`src/rtl/imm_gen_stage_if.sv`:
```
`default_nettype none
// ============================================================================
// Module      : imm_gen_stage_if
// Description : Handshake bundle for the immediate generator stage.
//               Input side carries an instruction fragment, type code, tag
//               and flush. Output side carries the extended immediate, tag,
//               error flag and the illegal-type counter.
//   master : drives in_valid/immediate/funct/in_tag/flush/out_ready
//   slave  : drives in_ready/out_valid/imm/out_tag/out_err/err_cnt
// Revision    : 1.0 - initial release
// ============================================================================
interface imm_gen_stage_if #(
  parameter int XLEN  = 32,
  parameter int TAG_W = 32,
  parameter int CNT_W = 8
);
  logic             in_valid;
  logic             in_ready;
  logic [24:0]      immediate;
  logic [2:0]       funct;
  logic [TAG_W-1:0] in_tag;
  logic             flush;
  logic             out_valid;
  logic             out_ready;
  logic [XLEN-1:0]  imm;
  logic [TAG_W-1:0] out_tag;
  logic             out_err;
  logic [CNT_W-1:0] err_cnt;

  modport master (
    output in_valid, immediate, funct, in_tag, flush, out_ready,
    input  in_ready, out_valid, imm, out_tag, out_err, err_cnt
  );

  modport slave (
    input  in_valid, immediate, funct, in_tag, flush, out_ready,
    output in_ready, out_valid, imm, out_tag, out_err, err_cnt
  );
endinterface
`default_nettype wire

```
`src/rtl/imm_gen_stage.sv`:
```
`default_nettype none
// ============================================================================
// Module      : imm_gen_stage
// Description : Pipelined RV immediate generator with a 2-entry skid buffer.
//               Decodes inst[31:7] by type code into an XLEN immediate and
//               registers it with its tag behind a valid/ready handshake.
//               Supports flush and a saturating illegal-type counter.
// Ports       : clk     - clock, rising edge
//               rst_n   - asynchronous active-low reset
//               bus_if  - slave side of imm_gen_stage_if (handshake bundle)
// Revision    : 1.0 - initial release
// ============================================================================
module imm_gen_stage #(
  parameter int XLEN  = 32,
  parameter int TAG_W = 32,
  parameter int CNT_W = 8
) (
  input  wire logic         clk,
  input  wire logic         rst_n,
  imm_gen_stage_if.slave    bus_if
);

  localparam logic [1:0] ST_EMPTY = 2'd0;
  localparam logic [1:0] ST_ONE   = 2'd1;
  localparam logic [1:0] ST_FULL  = 2'd2;

  localparam logic [CNT_W-1:0] CNT_MAX = '1;

  // --------------------------------------------------------------------------
  // Combinational decode
  // --------------------------------------------------------------------------
  logic [24:0]     w_im;
  logic [31:0]     w_imm32;
  logic [XLEN-1:0] w_imm;
  logic            w_illegal;

  assign w_im = bus_if.immediate;

  always_comb begin
    w_imm32   = 32'd0;
    w_illegal = 1'b0;
    case (bus_if.funct)
      3'b000: w_imm32 = {{20{w_im[24]}}, w_im[24:13]};
      3'b001: w_imm32 = {{20{w_im[24]}}, w_im[24:18], w_im[4:0]};
      3'b010: w_imm32 = {{19{w_im[24]}}, w_im[24], w_im[0], w_im[23:18],
                         w_im[4:1], 1'b0};
      3'b011: w_imm32 = {w_im[24:5], 12'd0};
      3'b100: w_imm32 = {{11{w_im[24]}}, w_im[24], w_im[12:5], w_im[13],
                         w_im[23:14], 1'b0};
      3'b101: w_imm32 = {27'd0, w_im[12:8]};
      default: begin
        w_imm32   = 32'd0;
        w_illegal = 1'b1;
      end
    endcase
  end

  // Bit 31 of the 32-bit result already carries the sign (zero for Z and
  // illegal codes), so widening is a plain replication of it.
  generate
    if (XLEN > 32) begin : g_xlen_wide
      assign w_imm = {{(XLEN-32){w_imm32[31]}}, w_imm32};
    end else begin : g_xlen_32
      assign w_imm = w_imm32;
    end
  endgenerate

  // --------------------------------------------------------------------------
  // Skid buffer state
  // --------------------------------------------------------------------------
  logic [1:0]       state_q,  state_d;
  logic [XLEN-1:0]  m_imm_q,  m_imm_d;
  logic [TAG_W-1:0] m_tag_q,  m_tag_d;
  logic             m_err_q,  m_err_d;
  logic [XLEN-1:0]  k_imm_q,  k_imm_d;
  logic [TAG_W-1:0] k_tag_q,  k_tag_d;
  logic             k_err_q,  k_err_d;
  logic [CNT_W-1:0] cnt_q,    cnt_d;

  logic w_in_ready;
  logic w_out_valid;
  logic w_accept;
  logic w_pop;

  // in_ready comes straight from the state register, never from out_ready.
  assign w_in_ready  = (state_q != ST_FULL);
  assign w_out_valid = (state_q != ST_EMPTY);
  assign w_accept    = bus_if.in_valid & w_in_ready & ~bus_if.flush;
  assign w_pop       = w_out_valid & bus_if.out_ready;

  always_comb begin
    state_d = state_q;
    m_imm_d = m_imm_q;
    m_tag_d = m_tag_q;
    m_err_d = m_err_q;
    k_imm_d = k_imm_q;
    k_tag_d = k_tag_q;
    k_err_d = k_err_q;
    cnt_d   = cnt_q;

    if (w_accept && w_illegal && (cnt_q != CNT_MAX)) begin
      cnt_d = cnt_q + 1'b1;
    end

    if (bus_if.flush) begin
      state_d = ST_EMPTY;
    end else begin
      case (state_q)
        ST_EMPTY: begin
          if (w_accept) begin
            m_imm_d = w_imm;
            m_tag_d = bus_if.in_tag;
            m_err_d = w_illegal;
            state_d = ST_ONE;
          end
        end
        ST_ONE: begin
          if (w_accept && w_pop) begin
            m_imm_d = w_imm;
            m_tag_d = bus_if.in_tag;
            m_err_d = w_illegal;
          end else if (w_accept) begin
            // Consumer stalled: park the new item behind the head.
            k_imm_d = w_imm;
            k_tag_d = bus_if.in_tag;
            k_err_d = w_illegal;
            state_d = ST_FULL;
          end else if (w_pop) begin
            state_d = ST_EMPTY;
          end
        end
        ST_FULL: begin
          if (w_pop) begin
            m_imm_d = k_imm_q;
            m_tag_d = k_tag_q;
            m_err_d = k_err_q;
            state_d = ST_ONE;
          end
        end
        default: state_d = ST_EMPTY;
      endcase
    end
  end

  always_ff @(posedge clk or negedge rst_n) begin
    if (!rst_n) begin
      state_q <= ST_EMPTY;
      m_imm_q <= '0;
      m_tag_q <= '0;
      m_err_q <= 1'b0;
      k_imm_q <= '0;
      k_tag_q <= '0;
      k_err_q <= 1'b0;
      cnt_q   <= '0;
    end else begin
      state_q <= state_d;
      m_imm_q <= m_imm_d;
      m_tag_q <= m_tag_d;
      m_err_q <= m_err_d;
      k_imm_q <= k_imm_d;
      k_tag_q <= k_tag_d;
      k_err_q <= k_err_d;
      cnt_q   <= cnt_d;
    end
  end

  assign bus_if.in_ready  = w_in_ready;
  assign bus_if.out_valid = w_out_valid;
  assign bus_if.imm       = m_imm_q;
  assign bus_if.out_tag   = m_tag_q;
  assign bus_if.out_err   = m_err_q;
  assign bus_if.err_cnt   = cnt_q;

endmodule
`default_nettype wire

```
`src/flat_wrapper.sv`:
```
// flat-port wrapper written by rule: the top's interface ports become plain ports
module imm_gen_stage_flat 
#(
  parameter int XLEN  = 32,
  parameter int TAG_W = 32,
  parameter int CNT_W = 8
)
  (clk, rst_n, bus_if_in_valid, bus_if_immediate, bus_if_funct, bus_if_in_tag, bus_if_flush, bus_if_out_ready, bus_if_in_ready, bus_if_out_valid, bus_if_imm, bus_if_out_tag, bus_if_out_err, bus_if_err_cnt);
  imm_gen_stage_if #(.XLEN(XLEN), .TAG_W(TAG_W), .CNT_W(CNT_W)) bus_if_i ();
  input  wire logic clk;
  input  wire logic rst_n;
  input wire logic [$bits(bus_if_i.in_valid)-1:0] bus_if_in_valid;
  input wire logic [$bits(bus_if_i.immediate)-1:0] bus_if_immediate;
  input wire logic [$bits(bus_if_i.funct)-1:0] bus_if_funct;
  input wire logic [$bits(bus_if_i.in_tag)-1:0] bus_if_in_tag;
  input wire logic [$bits(bus_if_i.flush)-1:0] bus_if_flush;
  input wire logic [$bits(bus_if_i.out_ready)-1:0] bus_if_out_ready;
  output wire logic [$bits(bus_if_i.in_ready)-1:0] bus_if_in_ready;
  output wire logic [$bits(bus_if_i.out_valid)-1:0] bus_if_out_valid;
  output wire logic [$bits(bus_if_i.imm)-1:0] bus_if_imm;
  output wire logic [$bits(bus_if_i.out_tag)-1:0] bus_if_out_tag;
  output wire logic [$bits(bus_if_i.out_err)-1:0] bus_if_out_err;
  output wire logic [$bits(bus_if_i.err_cnt)-1:0] bus_if_err_cnt;
  assign bus_if_i.in_valid = bus_if_in_valid;
  assign bus_if_i.immediate = bus_if_immediate;
  assign bus_if_i.funct = bus_if_funct;
  assign bus_if_i.in_tag = bus_if_in_tag;
  assign bus_if_i.flush = bus_if_flush;
  assign bus_if_i.out_ready = bus_if_out_ready;
  assign bus_if_in_ready = bus_if_i.in_ready;
  assign bus_if_out_valid = bus_if_i.out_valid;
  assign bus_if_imm = bus_if_i.imm;
  assign bus_if_out_tag = bus_if_i.out_tag;
  assign bus_if_out_err = bus_if_i.out_err;
  assign bus_if_err_cnt = bus_if_i.err_cnt;
  imm_gen_stage #(.XLEN(XLEN), .TAG_W(TAG_W), .CNT_W(CNT_W)) u_core (.clk(clk), .rst_n(rst_n), .bus_if(bus_if_i));
endmodule
```
`config.mk`:
```
export PLATFORM = sky130hd
export DESIGN_NAME = imm_gen_stage_flat
export DESIGN_NICKNAME = d
export VERILOG_FILES = /design/src/rtl/imm_gen_stage_if.sv /design/src/rtl/imm_gen_stage.sv /design/src/flat_wrapper.sv
export SDC_FILE = /design/constraint.sdc
export NUM_CORES = 1
export LEC_CHECK = 0
export ABC_AREA = 1
export BUFFER_PORTS_ARGS = -buffer_cell sky130_fd_sc_hd__buf_2
export CAP_MARGIN = 20
export CORE_ASPECT_RATIO = 0.8
export CORE_MARGIN = 1
export CORE_UTILIZATION = 55
export DETAILED_ROUTE_END_ITERATION = 10
export PLACE_DENSITY_LB_ADDON = 0.05
export SLEW_MARGIN = 25
export SYNTH_ARGS = -nofsm -noshare
export SYNTH_HDL_FRONTEND = slang
export SYNTH_SLANG_ARGS = --single-unit
```
`constraint.sdc`:
```
create_clock -name clk -period 1.95 [get_ports clk]
set_clock_uncertainty 0.1 [all_clocks]
set_input_delay 0.39 -clock clk [delete_from_list [all_inputs] [get_ports clk]]
set_output_delay 0.39 -clock clk [all_outputs]
set_load 0.005 [all_outputs]
```
Word level (Yosys, flattened, before mapping) --
Cells that the tools add are included.
Storage, ports and cells: bits in registers 140, input bits 65, logic and storage cells 62
Operators by class: $add $sub $neg 1, equality and inequality tests 16, muxes and demuxes 21, bitwise logic cells 5, reductions and logical operators 11
Operators by type and width (count):
- two-way mux 32 bit | 6
- case mux 32 bit (3 select lines) | 2
- case mux 32 bit (6 select lines) | 1
- two-way mux 2 bit | 6
- adder 8 x 1 -> 8 bit (second input constant) | 1
- inequality test 8 bit (second input constant) | 1
- AND reduction 4 bit | 2
- equality test 3 x 2 -> 1 bit (second input constant) | 2
- equality test 3 bit (second input constant) | 2
- inequality test 2 x 1 -> 1 bit (second input constant) | 3
- inequality test 3 x 2 -> 1 bit (second input constant) | 2
- case mux 2 bit (3 select lines) | 1
- OR reduction 6 bit | 1
- AND reduction 5 bit | 1
- two-way mux 1 bit | 4
- inequality test 4 x 2 -> 1 bit (second input constant) | 1
- AND 1 bit | 3
- equality test 3 x 1 -> 1 bit (second input constant) | 1
- logical AND 1 bit | 3
- logical NOT 3 bit | 1
- inequality test 3 bit (second input constant) | 1
- case mux 1 bit (3 select lines) | 1
- nonzero test 3 bit | 1
- equality test 2 x 1 -> 1 bit (second input constant) | 1
- 5 further kinds | 6

Depth between registers and ports, before layout --
Gate-level depths: netlist of the first run.
depth in word-level cells 7, depth in mapped cells 10, depth with buffers taken out 8

Least setup slack after synthesis of the first run --
OpenSTA, ideal clock, no wires.
path type reg-to-reg, start reg u_core.state_q[0], end reg u_core.m_imm_q[21], in the netlist u_core.bus_if.imm[21], setup time 0.118 ns, arrival time 1.261 ns, required time 1.732 ns, slack 0.471 ns, cell stages (with the launch flop) 11, period minus slack after synthesis 1.479 ns, cell sequence dfrtp_1 > inv_2 > nand2_2 > a21oi_1 > inv_1 > nor2_2 > inv_2 > buf_4 > buf_6 > nand2_1 > nand2_1
RTL lines:
- start, declared | line imm_gen_stage.sv:71 | logic [1:0] state_q, state_d;
- start signal, assigned | line imm_gen_stage.sv:156 | state_q <= state_d;
- nonzero test 2 bit (*) | line imm_gen_stage.sv:87 | assign w_out_valid = (state_q != ST_EMPTY);
- via bus_if_out_valid | line flat_wrapper.sv:19 | output wire logic [$bits(bus_if_i.out_valid)-1:0] bus_if_out_valid;
- AND 1 bit (*) | line imm_gen_stage.sv:89 | assign w_pop = w_out_valid & bus_if.out_ready;
- logical AND 1 bit | line imm_gen_stage.sv:118 | if (w_accept && w_pop) begin
- inequality test 2 x 1 -> 1 bit (no line)
- AND reduction 5 bit (no line) (*)
- end signal, assigned | line imm_gen_stage.sv:157 | m_imm_q <= m_imm_d;
- end, declared | line imm_gen_stage.sv:72 | logic [XLEN-1:0] m_imm_q, m_imm_d;
Mark *: on every way through the listed nets, which the timed path passes. The rest lies on a longest branch. A chain may end at the register's enable or synchronous reset.

Worst setup path in the final report of the first run --
start reg u_core.state_q[0], end out bus_if_in_ready
On the way: cells in the longest elaborated chain, start to end 1
Ends and longest elaborated chain:
- inequality test 2 bit | line imm_gen_stage.sv:86 | assign w_in_ready = (state_q != ST_FULL);
- end, declared | line flat_wrapper.sv:18 | output wire logic [$bits(bus_if_i.in_ready)-1:0] bus_if_in_ready;
Every way passes these cells.

==> flow_metrics.py, run 1 <==
metrics = {
    "worst_setup_path": {
        "worstPathCellList": "inv_2 > nand2_2 > buf_16 > buf_2",
        "r2r_end": "u_core.bus_if.imm[22]$_DFFE_PN0P_",
        "cp_max_fo": 27,
        "critPathArrivalTime_ns": 1.37,
        "crit_slowest_cell": "dfrtp_1",
        "crit_type": "flop to primary output",
        "r2r_start": "u_core.state_q[1]$_DFFE_PN0P_",
        "end_kind": "primary output",
        "rrSetupSlack_ns": 0.29,
        "cp.required_ns": 1.46,
        "cp_num_buf_inv": 3,
        "crit_path_start_kind": "flop",
        "path_delay_family": "buffers and inverters",
        "reg2regPathDepth": 8,
        "critPathLaunch": "u_core.state_q[0]$_DFFE_PN0P_",
        "slowest_delay_ns": 0.42,
    },
    "routing": {
        "wl_per_cell_um": 14.5,
        "via_per_inst": 5.18,
        "dr.pass1.iters": 5,
        "drt_iter0_drc": 587,
        "ant_nets": 0,
        "drt_wl_total_mm": 17.0,
        "drcViolationCount": 0,
        "via_count": 6108,
    },
    "timing": {
        "final-setup-viol-count": 0,
        "fmax_mhz": 536,
        "slew_viol_final": 0,
        "tightest_slew_ns": 0.421,
        "setup_slack_ns": 0.0852,
        "period_share": 0.956,
        "period_minus_slack_ns": 1.86,
        "rsz0062_at_grt": "no",
        "max_slew_margin": 0.719,
        "hold_viol": 0,
        "finalSetupTns_ns": 0,
    },
    "yosys": {
        "synth.most_common_cell": "nand2_1",
        "yosys.area.top_type_share": 0.518,
        "synth_seq_cells": 140,
        "ys_top_cells_by_count": "nand2_1, dfrtp_1, o21ai_0",
        "yosysUniqueCellTypes": 24,
        "synth_flop_cell": "dfrtp_1",
        "yosys.area_share.xor_xnor": 0.00777,
        "synth_compound_area_frac": 0.0749,
        "synth-edff-count": 0,
        "yosys.area_share.simple": 0.306,
        "synth_top_family_by_area": "simple AND/OR/NAND/NOR gates",
        "syn_inst": 884,
        "synthMuxAreaShare": 0,
        "synth_area_leader_cell": "dfrtp_1",
        "netlist_area_um2": 6760,
        "avgSynthCellArea_um2": 7.65,
        "synthArstFlopShare": 1.00,
        "synth_nets": 950,
        "synthAdderAreaFrac": 0.00185,
        "yosysWarningCount": 0,
        "ys_seq_area_frac": 0.518,
        "synthTopCellsByArea": "dfrtp_1, nand2_1, o21ai_0",
    },
    "placed_design": {
        "globalplace.congestion": 0.908,
        "place_hpwl_mm": 10.6,
        "io_buffers": 139,
        "placed_cell_area_um2": 7610,
        "pre_cts_slack_ns": 0.232,
    },
    "die": {
        "initial_utilization": 0.576,
        "num_rows": 35,
        "die_x_um": 126,
        "ios": 140,
        "dieHeight_um": 101,
        "die-area_um2": 12700,
        "design.core.area_um2": 11700,
    },
    "grt": {
        "overflow": 0,
        "grt_max_degree": 53,
        "grt_pass1_vias": 5676,
        "use_met2": 0.428,
        "grt_use_met3": 0.0724,
        "busiest_layer": "met2",
        "grt_use_total": 0.288,
        "grt_pass1_wl_mm": 28.4,
        "antenna_found_initial": 0,
        "use_met1": 0.420,
    },
    "clocking": {
        "root_buffer": "clkbuf_16",
        "clkSlewWorstSetupHoldPaths_ns": 0.06,
        "cts_buffers": 17,
        "h-tree-depth": 4,
        "cts_tree": "done",
        "clock_latency_ns": 0.42,
        "clock_sinks": 140,
        "clockBufferDepth": 2,
    },
    "power_and_ir_drop": {
        "power_leakage_nw": 4.66,
        "ir_worst_vdd_uv": 750,
        "powerDensity_nw_per_um2": 1180,
        "p_total_w": 0.00978,
    },
    "layout": {
        "syn2layout_area_growth_pct": 22.7,
        "drive_gt1_frac": 0.203,
        "diodes": 0,
        "final_area_um2": 8300,
        "nNetsFinal": 1085,
    },
    "job": {
        "maxCapViolations": 0,
    },
    "min_path": {
        "hp-class": "input port to flop",
        "hold_path_end": "u_core.k_tag_q[19]$_DFFE_PN0P_",
        "hold_path_depth": 3,
        "hp-start": "bus_if_in_tag[19]",
    },
    "status": {
        "status": "completed",
    },
}
-- sequential cells by signal, indices dropped and copies added, names as in the netlist --
| signal | flops |
|---|---|
| u_core.bus_if.out_err | 1 |
| u_core.k_imm_q | 32 |
| u_core.k_tag_q | 32 |
| u_core.bus_if.err_cnt | 8 |
| u_core.bus_if.out_tag | 32 |
| u_core.bus_if.imm | 32 |
| u_core.state_q | 2 |
| u_core.k_err_q | 1 |
-- logic make-up after synthesis --
group | after synthesis
buf+inv | 129
fa+ha+maj | 1
xor+xnor | 6
compound gates | 99
flops | 140
simple gates | 509
-- metrics by stage --
step,util,hold slack (ns),instances
after global placement,0.648,0.243,1144
after global routing,0.707,0.0927,1179
after CTS,0.706,0.0875,1178
after floorplan,-,-0.00559,884
after detailed placement,0.648,0.242,1144
final,0.707,0.0907,1179
-- tightest hold or removal path, delay by kind of cell --
kind                   cells  cell delay (ns)
buffers and inverters      1             0.09
AND/OR/NAND/NOR            1             0.04
AO/OA/AOI/OAI              1             0.06
-- layout make-up --
cell class / count / area, um2
sequential: 140 / 3500
timing repair buffer: 164 / 1050
fill: 982 / 3440
inverter: 81 / 304
multi-input combinational: 615 / 2650
clock buffer: 21 / 460
tap: 148 / 185
clock inverter: 10 / 140
-- routing by layer --
layer / part of all wire / up-vias
met4: 0.013 / 0
met2: 0.44 / 277
li1: - / 3035
met1: 0.47 / 2776
met5: 0 / -
met3: 0.081 / 20
-- layout by cell type (no fill, tap or decap), types with 2 or more instances in the layout --
master and count:
a31oi_1 7, bufinv_16 3, xnor2_1 2, clkbuf_16 17
clkbuf_1 2, clkinvlp_4 3, nand3_1 50, buf_4 14
a21oi_1 2, nand2_2 3, nor2_4 3, bufbuf_16 2
clkbuf_8 2, o21ai_0 88, nand4_1 23, xor2_1 4
inv_2 4, buf_12 7, or2_2 5, dfrtp_1 140
inv_1 77, nor2_1 18, buf_2 138, clkinv_2 2
nand2_1 405
-- worst max path at each step --
stage          depth (start not counted)  slack (ns)                           endpoint
6_report                               4        0.09                    bus_if_in_ready
5_1_grt                                4        0.03                    bus_if_in_ready
4_1_cts                                4        0.05                    bus_if_in_ready
3_5_place_dp                           7        0.23  u_core.bus_if.imm[18]$_DFFE_PN0P_
3_3_place_gp                           7        0.25  u_core.bus_if.imm[19]$_DFFE_PN0P_
2_1_floorplan                         10        0.47  u_core.bus_if.imm[21]$_DFFE_PN0P_
-- what timing repair did --
action / in CTS / in global routing
hold endpoints to repair: 40 / 0
setup buffers: 0 / 1
pin swaps: 0 / 0
endpoints found under the setup margin: 1 / 1
resized for setup: 1 / 0
gates cloned: 2 / 0
hold buffers: 1 / 0
-- where the power goes --
part	switching, W	total (W)	internal, W
clock network	0.00122	0.00329	0.00207
registers	0.000454	0.00433	0.00388
logic	0.00123	0.00216	0.000927
No activity file was read; power rests on OpenSTA's default activity.
==> inputs of run 2 (changes only) <==
--- a/config.mk
+++ b/config.mk
@@ -5,12 +5,11 @@
 export SDC_FILE = /design/constraint.sdc
 export NUM_CORES = 1
 export LEC_CHECK = 0
-export ABC_AREA = 1
 export BUFFER_PORTS_ARGS = -buffer_cell sky130_fd_sc_hd__buf_2
 export CAP_MARGIN = 20
 export CORE_ASPECT_RATIO = 0.8
 export CORE_MARGIN = 1
-export CORE_UTILIZATION = 55
+export CORE_UTILIZATION = 54
 export DETAILED_ROUTE_END_ITERATION = 10
 export PLACE_DENSITY_LB_ADDON = 0.05
 export SLEW_MARGIN = 25
==> run 2 against run 1 <==
Clock-buffer cell count up 1. Cell count shrank 15%. Clock power increased by 5%. Utilization decreased by 2.0 points. Combinational power shrank 29%. Maximum frequency is 1.1% lower. Global-route usage decreased by 0.51 points. Hold slack lost 0.012 ns. Setup slack worse by 0.021 ns. Synthesized area fell by 5.5%. Critical endpoint unchanged.
==> flow_metrics.py, run 2 <==
metrics = {
    "timing": {
        "period_share": 0.967,
        "max_slew_margin": 0.688,
        "period_minus_slack_ns": 1.89,
        "final-setup-viol-count": 0,
        "hold_viol": 0,
        "finalSetupTns_ns": 0,
        "rsz0062_at_grt": "no",
        "fmax_mhz": 530,
        "setup_slack_ns": 0.0644,
        "tightest_slew_ns": 0.468,
        "slew_viol_final": 0,
    },
    "worst_setup_path": {
        "end_kind": "primary output",
        "crit_type": "flop to primary output",
        "rrSetupSlack_ns": 0.13,
        "r2r_end": "u_core.bus_if.err_cnt[1]$_DFFE_PN0P_",
        "r2r_start": "u_core.state_q[1]$_DFFE_PN0P_",
        "slowest_delay_ns": 0.42,
        "crit_slowest_cell": "dfrtp_1",
        "cp.required_ns": 1.46,
        "crit_path_start_kind": "flop",
        "worstPathCellList": "nor2b_4 > inv_2 > buf_2",
        "cp_max_fo": 10,
        "critPathArrivalTime_ns": 1.40,
        "reg2regPathDepth": 5,
    },
    "die": {
        "initial_utilization": 0.555,
        "design.core.area_um2": 11500,
        "dieHeight_um": 99.3,
        "die-area_um2": 12300,
        "die_x_um": 124,
        "ios": 140,
        "num_rows": 35,
    },
    "yosys": {
        "yosysUniqueCellTypes": 51,
        "synthArstFlopShare": 1.00,
        "synth.most_common_cell": "nand2_1",
        "synth_nets": 782,
        "yosys.area.top_type_share": 0.548,
        "synthTopCellsByArea": "dfrtp_1, nand2_1, nor2_1",
        "yosysWarningCount": 0,
        "ys_seq_area_frac": 0.548,
        "syn_inst": 716,
        "synth_seq_cells": 140,
        "synth-edff-count": 0,
        "ys_top_cells_by_count": "nand2_1, dfrtp_1, nor2_1",
        "synth_flop_cell": "dfrtp_1",
        "synth_area_leader_cell": "dfrtp_1",
        "avgSynthCellArea_um2": 8.92,
        "netlist_area_um2": 6390,
    },
    "job": {
        "maxCapViolations": 0,
    },
    "clocking": {
        "cts_tree": "done",
        "h-tree-depth": 4,
        "cts_buffers": 17,
        "clkSlewWorstSetupHoldPaths_ns": 0.06,
        "clock_latency_ns": 0.42,
        "clockBufferDepth": 2,
        "root_buffer": "clkbuf_16",
        "cts_resized": 0,
        "clock_sinks": 140,
    },
    "min_path": {
        "hp-class": "input port to flop",
        "hold_path_depth": 3,
        "hold_path_end": "u_core.k_tag_q[6]$_DFFE_PN0P_",
        "hp-start": "bus_if_in_tag[6]",
    },
    "placed_design": {
        "place_hpwl_mm": 10.5,
        "globalplace.congestion": 0.839,
        "pre_cts_slack_ns": 0.0767,
        "io_buffers": 139,
    },
    "grt": {
        "overflow": 0,
        "antenna_found_initial": 0,
        "grt_pass1_vias": 5409,
        "grt_pass1_wl_mm": 26.6,
        "grt_max_degree": 66,
        "grt_use_total": 0.283,
    },
    "power_and_ir_drop": {
        "p_sw_frac": 0.272,
        "ir_worst_vdd_uv": 650,
        "power_frac_clock": 0.388,
        "switchingPower_w": 0.00242,
        "power_leakage_nw": 3.86,
        "powerDensity_nw_per_um2": 1120,
        "comb_power_share": 0.172,
        "seq_power_share": 0.440,
        "p_int_w": 0.00647,
    },
    "layout": {
        "drive_gt1_frac": 0.247,
        "syn2layout_area_growth_pct": 23.8,
        "nNetsFinal": 909,
        "layout_common_cells": "nand2_1, dfrtp_1, buf_2",
        "final_common_cell": "nand2_1",
        "diodes": 0,
    },
    "routing": {
        "dr.pass1.iters": 5,
        "drt_iter0_drc": 445,
        "drt_wl_total_mm": 16.2,
        "via_count": 5599,
        "wl_per_cell_um": 16.2,
        "drcViolationCount": 0,
        "via_per_inst": 5.58,
        "ant_nets": 0,
    },
    "status": {
        "status": "completed",
    },
}
## run 2: changes by cell type after synthesis, sizes merged, moves of 5 or more
cell    before  now
a21oi        2   49
nand4       23    1
inv         81    4
a31oi        7   44
a21o         0   12
nand3       51   20
o21ai       89   23
and4b        0    5
mux2         0    6
nor3b        0    6
a221oi       0   12
nand2      408  227
nor2        22   80
## run 2: logic make-up (layout without fill, tap and decap cells)
logic type	after synthesis	after routing	share of synthesized area
buf+inv	57	196	0.0450
xor+xnor	3	3	0.00411
simple gates	356	356	0.234
flops	140	140	0.548
mux	7	7	0.0121
fa+ha+maj	1	1	0.00196
compound gates	152	152	0.154
## run 2: power groups by stage
| stage | clock network [W] | logic (W) | registers, W |
|---|---|---|---|
| after floorplan | 0 | 0.000830 | 0.00392 |
| after global placement | 0 | 0.00147 | 0.00392 |
| after detailed placement | 0 | 0.00153 | 0.00395 |
| after CTS | 0.00350 | 0.00155 | 0.00392 |
| after global routing | 0.00363 | 0.00175 | 0.00399 |
| final | 0.00346 | 0.00153 | 0.00392 |
## run 2: critical path, delay by kind of cell, from the launching register on
family / cells / cell delay [ns]
flops: 1 / 0.42
simple gates: 1 / 0.15
buf+inv: 2 / 0.40
## run 2: through the flow
| step | hold slack [ns] | util | cells | area [um2] | total power [W] |
|---|---|---|---|---|---|
| after floorplan | -0.00559 | - | 716 | 6390 | 0.00475 |
| after global placement | 0.209 | 0.630 | 970 | 7260 | 0.00539 |
| after detailed placement | 0.215 | 0.630 | 970 | 7260 | 0.00548 |
| after CTS | 0.0655 | 0.687 | 1003 | 7910 | 0.00896 |
| after global routing | 0.0835 | 0.687 | 1003 | 7910 | 0.00937 |
| final | 0.0789 | 0.687 | 1003 | 7910 | 0.00890 |
## run 2: worst max path at each step
stage / startpoint / endpoint
5_1_grt: u_core.state_q[1]$_DFFE_PN0P_ / u_core.bus_if.err_cnt[1]$_DFFE_PN0P_
4_1_cts: u_core.state_q[1]$_DFFE_PN0P_ / bus_if_in_ready
6_report: u_core.state_q[1]$_DFFE_PN0P_ / bus_if_in_ready
2_1_floorplan: u_core.state_q[1]$_DFFE_PN0P_ / u_core.bus_if.err_cnt[1]$_DFFE_PN0P_
3_5_place_dp: bus_if_funct[1] / u_core.bus_if.err_cnt[1]$_DFFE_PN0P_
3_3_place_gp: bus_if_funct[1] / u_core.bus_if.err_cnt[1]$_DFFE_PN0P_
## run 2: timing repair
item,4_1_cts,5_1_grt
endpoints found under the setup margin,1,0
endpoints found under the hold margin,34,0
buffers inserted,1,0
hold buffers,1,0
## run 2: routing by layer
| metal | vias to the layer above | track usage | part of all wire |
|---|---|---|---|
| met5 | - | 0 | 0 |
| li1 | 2677 | - | - |
| met3 | 28 | 0.0636 | 0.059 |
| met1 | 2704 | 0.381 | 0.44 |
| met2 | 190 | 0.451 | 0.48 |
| met4 | 0 | 0.100 | 0.018 |
## run 2: final cells by class
| class | instances | area, um2 |
|---|---|---|
| Fill cell | 939 | 3600 |
| Sequential cell | 140 | 3500 |
| Multi-Input combinational cell | 519 | 2620 |
| Timing Repair Buffer | 161 | 957 |
| Clock buffer | 22 | 474 |
| Tap cell | 148 | 185 |
| Clock inverter | 9 | 160 |
| Inverter | 4 | 15.0 |
